`src/rtl/reg_file_sb.sv`:
```
// Register file with per-register busy scoreboard: two combinational read ports,
// one writeback port with optional forwarding, and issue/flush control of busy bits.
module reg_file_sb #(
  parameter int unsigned DW     = 32,
  parameter int unsigned AW     = 5,
  parameter bit          BYPASS = 1'b1
) (
  input  logic          Clk,
  input  logic          Rst,
  input  logic [AW-1:0] RAddr1,
  input  logic [AW-1:0] RAddr2,
  output logic [DW-1:0] RVal1,
  output logic [DW-1:0] RVal2,
  output logic          RBusy1,
  output logic          RBusy2,
  input  logic          WEn,
  input  logic [AW-1:0] WAddr,
  input  logic [DW-1:0] WVal,
  input  logic          IssEn,
  input  logic [AW-1:0] IssAddr,
  input  logic          Flush,
  output logic [AW:0]   BusyCnt
);

  localparam int unsigned NREG = 2**AW;
  localparam int unsigned CW   = AW + 1;

  logic [DW-1:0]   regs [NREG];
  logic [NREG-1:0] busy;
  logic [NREG-1:0] busy_nxt;
  logic [CW-1:0]   cnt_nxt;
  logic            wr_ok;
  logic            iss_ok;
  logic            fwd1;
  logic            fwd2;

  // Register 0 is hardwired: neither a write target nor a busy candidate
  assign wr_ok  = WEn && (WAddr != '0);
  assign iss_ok = IssEn && (IssAddr != '0);

  // Next busy vector: issue is applied after writeback so a new producer wins
  always_comb begin
    busy_nxt = busy;
    if (Flush) begin
      busy_nxt = '0;
    end else begin
      if (wr_ok) busy_nxt[WAddr] = 1'b0;
      if (iss_ok) busy_nxt[IssAddr] = 1'b1;
    end
    busy_nxt[0] = 1'b0;
  end

  always_comb begin
    cnt_nxt = '0;
    for (int i = 1; i < NREG; i++) begin
      cnt_nxt = cnt_nxt + CW'(busy_nxt[i]);
    end
  end

  always_ff @(posedge Clk or negedge Rst) begin
    if (!Rst) begin
      busy    <= '0;
      BusyCnt <= '0;
    end else begin
      busy    <= busy_nxt;
      BusyCnt <= cnt_nxt;
    end
  end

  // Data storage; a write lands even in a flush cycle
  always_ff @(posedge Clk or negedge Rst) begin
    if (!Rst) begin
      for (int i = 0; i < NREG; i++) begin
        regs[i] <= '0;
      end
    end else if (wr_ok) begin
      regs[WAddr] <= WVal;
    end
  end

  assign fwd1 = BYPASS && wr_ok && (WAddr == RAddr1);
  assign fwd2 = BYPASS && wr_ok && (WAddr == RAddr2);

  // Read ports: forwarded writeback data also hides the busy bit it retires
  always_comb begin
    RVal1  = '0;
    RBusy1 = 1'b0;
    if (RAddr1 != '0) begin
      RVal1  = fwd1 ? WVal : regs[RAddr1];
      RBusy1 = busy[RAddr1] && !fwd1;
    end
  end

  always_comb begin
    RVal2  = '0;
    RBusy2 = 1'b0;
    if (RAddr2 != '0) begin
      RVal2  = fwd2 ? WVal : regs[RAddr2];
      RBusy2 = busy[RAddr2] && !fwd2;
    end
  end

endmodule

```
`config.mk`:
```
export PLATFORM = sky130hd
export DESIGN_NAME = reg_file_sb
export DESIGN_NICKNAME = d
export VERILOG_FILES = /design/src/rtl/reg_file_sb.sv
export SDC_FILE = /design/constraint.sdc
export NUM_CORES = 2
export LEC_CHECK = 0
export BUFFER_PORTS_ARGS = -buffer_cell sky130_fd_sc_hd__buf_2
export CAP_MARGIN = 20
export CORE_UTILIZATION = 45
export CTS_CLUSTER_SIZE = 25
export DETAILED_ROUTE_END_ITERATION = 8
export GPL_TIMING_DRIVEN = 0
export HOLD_SLACK_MARGIN = 0.02
export MAX_ROUTING_LAYER = met4
export PLACE_DENSITY = 0.71
export SETUP_SLACK_MARGIN = 0.05
export SYNTH_ARGS = -nofsm -noshare
export SYNTH_HDL_FRONTEND = slang
export SYNTH_SLANG_ARGS = --single-unit
```
`constraint.sdc`:
```
create_clock -name Clk -period 6.6 [get_ports Clk]
set_clock_uncertainty 0.2 [all_clocks]
set_input_delay 1.32 -clock Clk [delete_from_list [all_inputs] [get_ports Clk]]
set_output_delay 1.32 -clock Clk [all_outputs]
set_load 0.05 [all_outputs]
```
Yosys cells after proc, flatten, opt, wreduce, memory -nomap -nowiden

Index checks and enable logic that the tools add are counted.

Memories kept: 0
Output and inout port bits: 72
Memory bits (writable): 0
Latch bits: 0
Bits in read-only memories: 0
Bits in registers: 1061
Word-level logic and storage cells: 124

Reductions and logical operators: 15
Order comparisons: 10
$mul: 0
Add/subtract/negate cells: 30
Divide/modulo/power cells: 0
Shift operators: 0
Mux-type cells: 27
Bitwise gates (word level): 6
Equality and inequality tests: 2

Operators with widths:

| cell                                                                  | number |
|---|---|
| 1024-bit bitwise mux                                                  | 1 |
| 32-bit two-way mux                                                    | 13 |
| 32-bit binary-select mux with 5-bit select                            | 2 |
| 32-bit demux with 5-bit select                                        | 1 |
| 6-bit by 1-bit adder with 6-bit output                                | 25 |
| 32-bit AND                                                            | 1 |
| 32-bit NOT                                                            | 1 |
| 32-bit bitwise OR                                                     | 1 |
| 5-bit by 6-bit < comparator with 1-bit output, second input constant  | 4 |
| 5-bit nonzero test                                                    | 4 |
| 6-bit >= comparator, second input constant                            | 3 |
| 5-bit NOT with 6-bit output                                           | 3 |
| 1-bit binary-select mux with 5-bit select                             | 2 |
| 1-bit demux with 5-bit select                                         | 2 |
| 5-bit == test                                                         | 2 |
| 5-bit by 1-bit >= comparator with 1-bit output, second input constant | 2 |
| 1-bit logical AND                                                     | 9 |
| 5-bit by 1-bit adder with 6-bit output                                | 1 |
| 6-bit by 1-bit < comparator with 1-bit output, second input constant  | 1 |
| 1-bit two-way mux                                                     | 6 |
| 4-bit by 1-bit adder with 5-bit output                                | 1 |
| 3-bit by 1-bit adder with 4-bit output                                | 1 |
| 2-bit by 1-bit adder with 3-bit output                                | 1 |
| 1-bit by 1-bit adder with 2-bit output                                | 1 |
| 1-bit logical NOT                                                     | 2 |

Longest topological paths before layout

Word-level depth: 41
Gate-level depth with buffers: 22

Worst setup path after synthesis

No wires, ideal clock.

Kind: input port to flip-flop
From: input WAddr[0]
To: register BusyCnt[4]
Data arrival time: 6.733 ns
Cell stages on the path: 19
Data required time: 6.320 ns
Library setup time: 0.080 ns
Path slack: -0.413 ns
Cell sequence: buf_2 nor2_1 and2_0 nand2_1 buf_1 nand2_1 a21o_1 fa_1 fa_1 fa_1 fa_1 fa_1 inv_1 fa_1 fa_1 fa_1 a21o_1 a21oi_1 xnor2_1

Word-level cells in the longest chain between the ends: 41
Elaborated cells between the ends (all ways): 44

Ends and longest elaborated chain:

| item                                                                                                                                         | RTL line | text |
|---|---|---|
| start, declared                                                                                                                              | 17       | `input logic [AW-1:0] WAddr,` |
| 5-bit by 6-bit < comparator with 1-bit output (not written as such) / 5-bit by 1-bit >= comparator with 1-bit output (equally long branches) | 47       | `if (wr_ok) busy_nxt[WAddr] = 1'b0;` |
| 1-bit logical AND (not written as such)                                                                                                      | 47       |  |
| 1-bit two-way mux (not written as such)                                                                                                      | 47       |  |
| 1-bit demux with 5-bit select                                                                                                                | 47       |  |
| 32-bit NOT (no source line)                                                                                                                  | --       |  |
| 32-bit AND (no source line)                                                                                                                  | --       |  |
| 32-bit two-way mux *                                                                                                                         | 47       |  |
| 32-bit two-way mux *                                                                                                                         | 44       | `if (Flush) begin` |
| [... 3 more ...]                                                                                                                             | --       |  |
| 1-bit by 1-bit adder with 2-bit output                                                                                                       | 56       | `cnt_nxt = cnt_nxt + CW'(busy_nxt[i]);` |
| 2-bit by 1-bit adder with 3-bit output                                                                                                       | 56       |  |
| 3-bit by 1-bit adder with 4-bit output                                                                                                       | 56       |  |
| 4-bit by 1-bit adder with 5-bit output                                                                                                       | 56       |  |
| 5-bit by 1-bit adder with 6-bit output                                                                                                       | 56       |  |
| 6-bit by 1-bit adder with 6-bit output (24 in a row)                                                                                         | 56       |  |
| 6-bit by 1-bit adder with 6-bit output *                                                                                                     | 56       |  |
| net cnt_nxt[4]                                                                                                                               | 31       | `logic [CW-1:0] cnt_nxt;` |
| end signal, assigned                                                                                                                         | 66       | `BusyCnt <= cnt_nxt;` |
| end, declared                                                                                                                                | 22       | `output logic [AW:0] BusyCnt` |

Mark *: on every way through the listed nets, which the timed path passes. The rest lies on a longest branch. The select of a mux whose other input is x is not followed.
A chain may end at the register's enable or synchronous reset.

Final worst setup path

From: input RAddr1[2]
To: output RVal1[17]

Word-level cells in the longest chain between the ends: 6
Elaborated cells between the ends (all ways): 9

Ends and longest elaborated chain:

| item                                                  | RTL line | text |
|---|---|---|
| start, declared                                       | 10       | `input logic [AW-1:0] RAddr1,` |
| 5-bit NOT with 6-bit output (not written as such)     | 89       | `RVal1 = fwd1 ? WVal : regs[RAddr1];` |
| 32-bit binary-select mux with 5-bit select            | 89       |  |
| 32-bit two-way mux (not written as such) (2 in a row) | 89       |  |
| 32-bit two-way mux                                    | 89       |  |
| 32-bit two-way mux *                                  | 88       | `if (RAddr1 != '0) begin` |
| end, declared                                         | 12       | `output logic [DW-1:0] RVal1,` |

Mark *: on every way between the ends. The rest lies on a longest branch, timed or not. The select of a mux whose other input is x is not followed.

==> key figures <==
Run status
  – Run status: finished, violations left
  – Violated checks: negative setup slack

Detailed routing
  – DR vias/cell: 7.10
  – DR pass1 iterations: 8
  – DR WL/cell: 40.3 µm
  – Remaining antenna violation count: 0
  – Post-route DRC violation count: 0
  – Number of DRC markers in iteration 0: 7,343
  – Total vias in the final route: 45,409
  – Routed WL: 258,000 µm

Global routing
  – Met2 Usage GRT: 52.1%
  – Highest-utilization routing layer at the global route stage: met2
  – Global-route wire length before repair: 353,000 µm
  – Met1 Resource Use GR: 48.1%
  – Met3 GRT Util: 18.6%
  – Global route total overflow: 0
  – Antenna violations before repair: 19
  – Via count of the first global-routing pass: 43,988
  – Total GRT Usage: 40.2%
  – Pin count of the biggest net entering global routing: 167

Critical path
  – Worst path cell trace: buf_2 -> buf_2 -> buf_2 -> nand2b_1 -> clkbuf_1 -> a21oi_1 -> o21ai_1 -> o311ai_0 -> buf_2
  – Critical Path Start: RAddr1[2]
  – Maximum net fanout on the critical path: 10
  – Longest individual stage delay on the worst path: 0.74 ns
  – Crit path buffers/inverters: 5
  – Worst R2R Start: busy[12]
  – Data arrival time at the worst-slack endpoint: 5.28 ns
  – Cell type with the highest occurrence count on the critical path: buf_2
  – Slowest library cell on the worst path: o21ai_1
  – CP delay by family, top: buffers and inverters
  – Critical path capture point type: output port
  – Worst endpoint required time: 5.08 ns
  – Worst Setup Start Kind: input pin
  – Critical Setup Path Class: in -> out

Cells and area
  – Most frequent cells in the layout: mux2_2 (1,105), dfrtp_1 (1,061), mux4_2 (389)
  – Total area of multi-input combinational cells: 30,000 µm²
  – Layout cells sized above 1: 45.6%
  – Final Core Density: 51.5%
  – Commonest non-fill, non-tap cell in the layout: mux2_2
  – Layout area overhead: 13.4%
  – Sequential cell area: 26,600 µm²
  – Nets@finish: 4,614
  – Filler instances: 11,039

Worst hold path
  – Worst min-delay path class: in -> async

Yosys
  – Post-synthesis cell count: 4,248
  – Register bit count reported by yosys: 1,061
  – FFs w/ async S/R, synth: 100%
  – Most instantiated flip-flop cell in the synthesis netlist: dfrtp_1
  – Number of synthesized flops with an enable pin: 0
  – Number of unique standard cell types used by synthesis: 60
  – Avg Synthesized Cell Area: 13.8 µm²
  – Post-synthesis instance area: 58,800 µm²
  – Number of nets in the synthesized netlist: 4,335
  – Yosys warnings: 0
  – Sequential-to-total area share from yosys stat: 45.2%

Floorplanning
  – Effective utilization at floorplan: 45.4%
  – Die extent in x: 363 µm
  – Height of the die: 363 µm
  – Core ar.: 129,000 µm²
  – Top-level I/O count: 129
  – Total die area: 132,000 µm²
  – Number of placement rows: 132

STA
  – Fin. Hold Viols: 0
  – RSZ-0062 raised after global routing: yes
  – Relative slew slack: 12.2%
  – Final setup violation count: 27
  – Highest Clock Rate: 147 MHz
  – Total Neg Setup Slack: -2.36 ns
  – Time the final worst path needs with I/O delays and setup: 6.80 ns
  – Final Max Tran Viols: 0
  – Final setup margin: -0.203 ns
  – Worst hold slack: 0.235 ns
  – Final period utilization: 103%
  – Worst-Margin Slew: 1.32 ns

CTS
  – Clock tree from TritonCTS: done
  – CTS sink count: 1,061
  – Clk Latency, worst-skew pair: 0.73 ns
  – Reg clk slew, reported paths: 0.06 ns
  – Max H-tree Level: 3
  – Clk Tree Root Cell: clkbuf_16
  – Number of hold buffers added after CTS: 0
  – Largest buffer count on any clock path: 3
  – Number of buffers inserted during clock tree synthesis: 115

Power
  – Total power: 20.3 mW
  – Pwr Density: 305 nW/µm²
  – Peak supply drop: 0.000244 V
  – Static leakage power: 29.0 nW

Job
  – MaxCap Viol Count: 0

Place
  – Total half-perimeter wirelength after legalization and detailed placement: 183,000 µm
  – Last weighted congestion value of the routability-driven placer: 1.06
  – Port Buffer Count: 117
[power breakdown]
part           switching [mW]  total, mW  internal [mW]  leakage (nW)
clock                    2.91       6.93           4.02          1.98
sequential              0.912       8.62           7.71          13.6
combinational            2.45       4.75           2.31          13.4
total                    6.27       20.3           14.0          29.0
[per-layer routing]
metal / wire, µm / vias to the layer above
met5: 0 / -
met4: 24900 / 0
met3: 39400 / 1065
met2: 103000 / 3898
met1: 90400 / 23617
li1: - / 16829
[worst register-to-register path: cells and delay by family, from the launching register on]
family	cells	cell delay, ns
adders and majority gates	8	3.71
AOI/OAI and AO/OA	4	0.68
DFF	1	0.38
buffers and inverters	2	0.14
xor gates and xnor gates	1	0.13
[Yosys cell counts, drive strengths merged, types with 24 or more instances]
cell type | instances | share of area, %
inv | 39 | 0.25
o21ai | 76 | 0.65
a221o | 56 | 0.95
mux4 | 401 | 15
o311ai | 29 | 0.43
a21o | 27 | 0.34
a21oi | 79 | 0.67
nor2 | 66 | 0.42
a211oi | 56 | 0.72
nor2b | 64 | 0.68
o22ai | 77 | 0.82
mux2i | 186 | 3.2
buf | 224 | 2.3
nand2b | 24 | 0.26
o221ai | 46 | 0.69
dfrtp | 1061 | 45
nand2 | 188 | 1.2
clkbuf | 239 | 1.5
mux2 | 1105 | 21
nor3 | 27 | 0.25
a22oi | 34 | 0.43
[final cells by class]
cell class                 count  share of cell area (%)
antenna                       29                   0.109
sequential                  1061                    39.8
buffer                       461                    3.61
clock inverter                47                   0.824
timing repair buffer         164                    1.99
multi-input combinational   2684                    45.0
tap                         1742                    3.27
clock buffer                 168                    5.14
inverter                      40                   0.231
[stage by stage]
stage	instances	setup WS, ns	area (µm²)
3_3_place_gp	6107	-19.35	61700
5_1_grt	6385	0.0234	66600
3_5_place_dp	6137	-0.771	62200
4_1_cts	6351	0.0566	66300
6_report	6396	-0.203	66700
2_1_floorplan	4248	0.0809	58900
[cells by family (layout without fill, tap and decap cells)]
logic type | after synthesis | in the layout | share of synthesized area [%]
other cells | 0 | 29 | 0
xor+xnor | 13 | 13 | 0.194
simple gates | 422 | 422 | 3.40
flops | 1061 | 1061 | 45.2
fa+ha+maj | 30 | 30 | 0.933
compound gates | 527 | 527 | 6.36
mux | 1692 | 1692 | 39.8
buf+inv | 503 | 880 | 4.13
[flip-flops by register name (all words and copies together), names as in the netlist]
register and cells:
busy 31, regs 1024, BusyCnt 6
[timing repair]
item	4_1_cts	5_1_grt
resized for setup	49	37
setup endpoints to repair	36	23
setup buffers	0	7
pin swaps	0	6
gates cloned	0	0
[final timing paths]
| kind | to | slack (ns) | cells past startpoint |
|---|---|---|---|
| max in group asynchronous | regs[104] | 3.01 | 5 |
| worst max-delay path | RVal1[17] | -0.20 | 9 |
| min in group Clk | regs[1014] | 0.28 | 1 |
| worst max register to register | BusyCnt[4] | 1.29 | 15 |
| worst min register to register | regs[1014] | 0.28 | 1 |
| worst min-delay path | regs[790] | 0.23 | 1 |
Power figures use the tool's default switching activity.
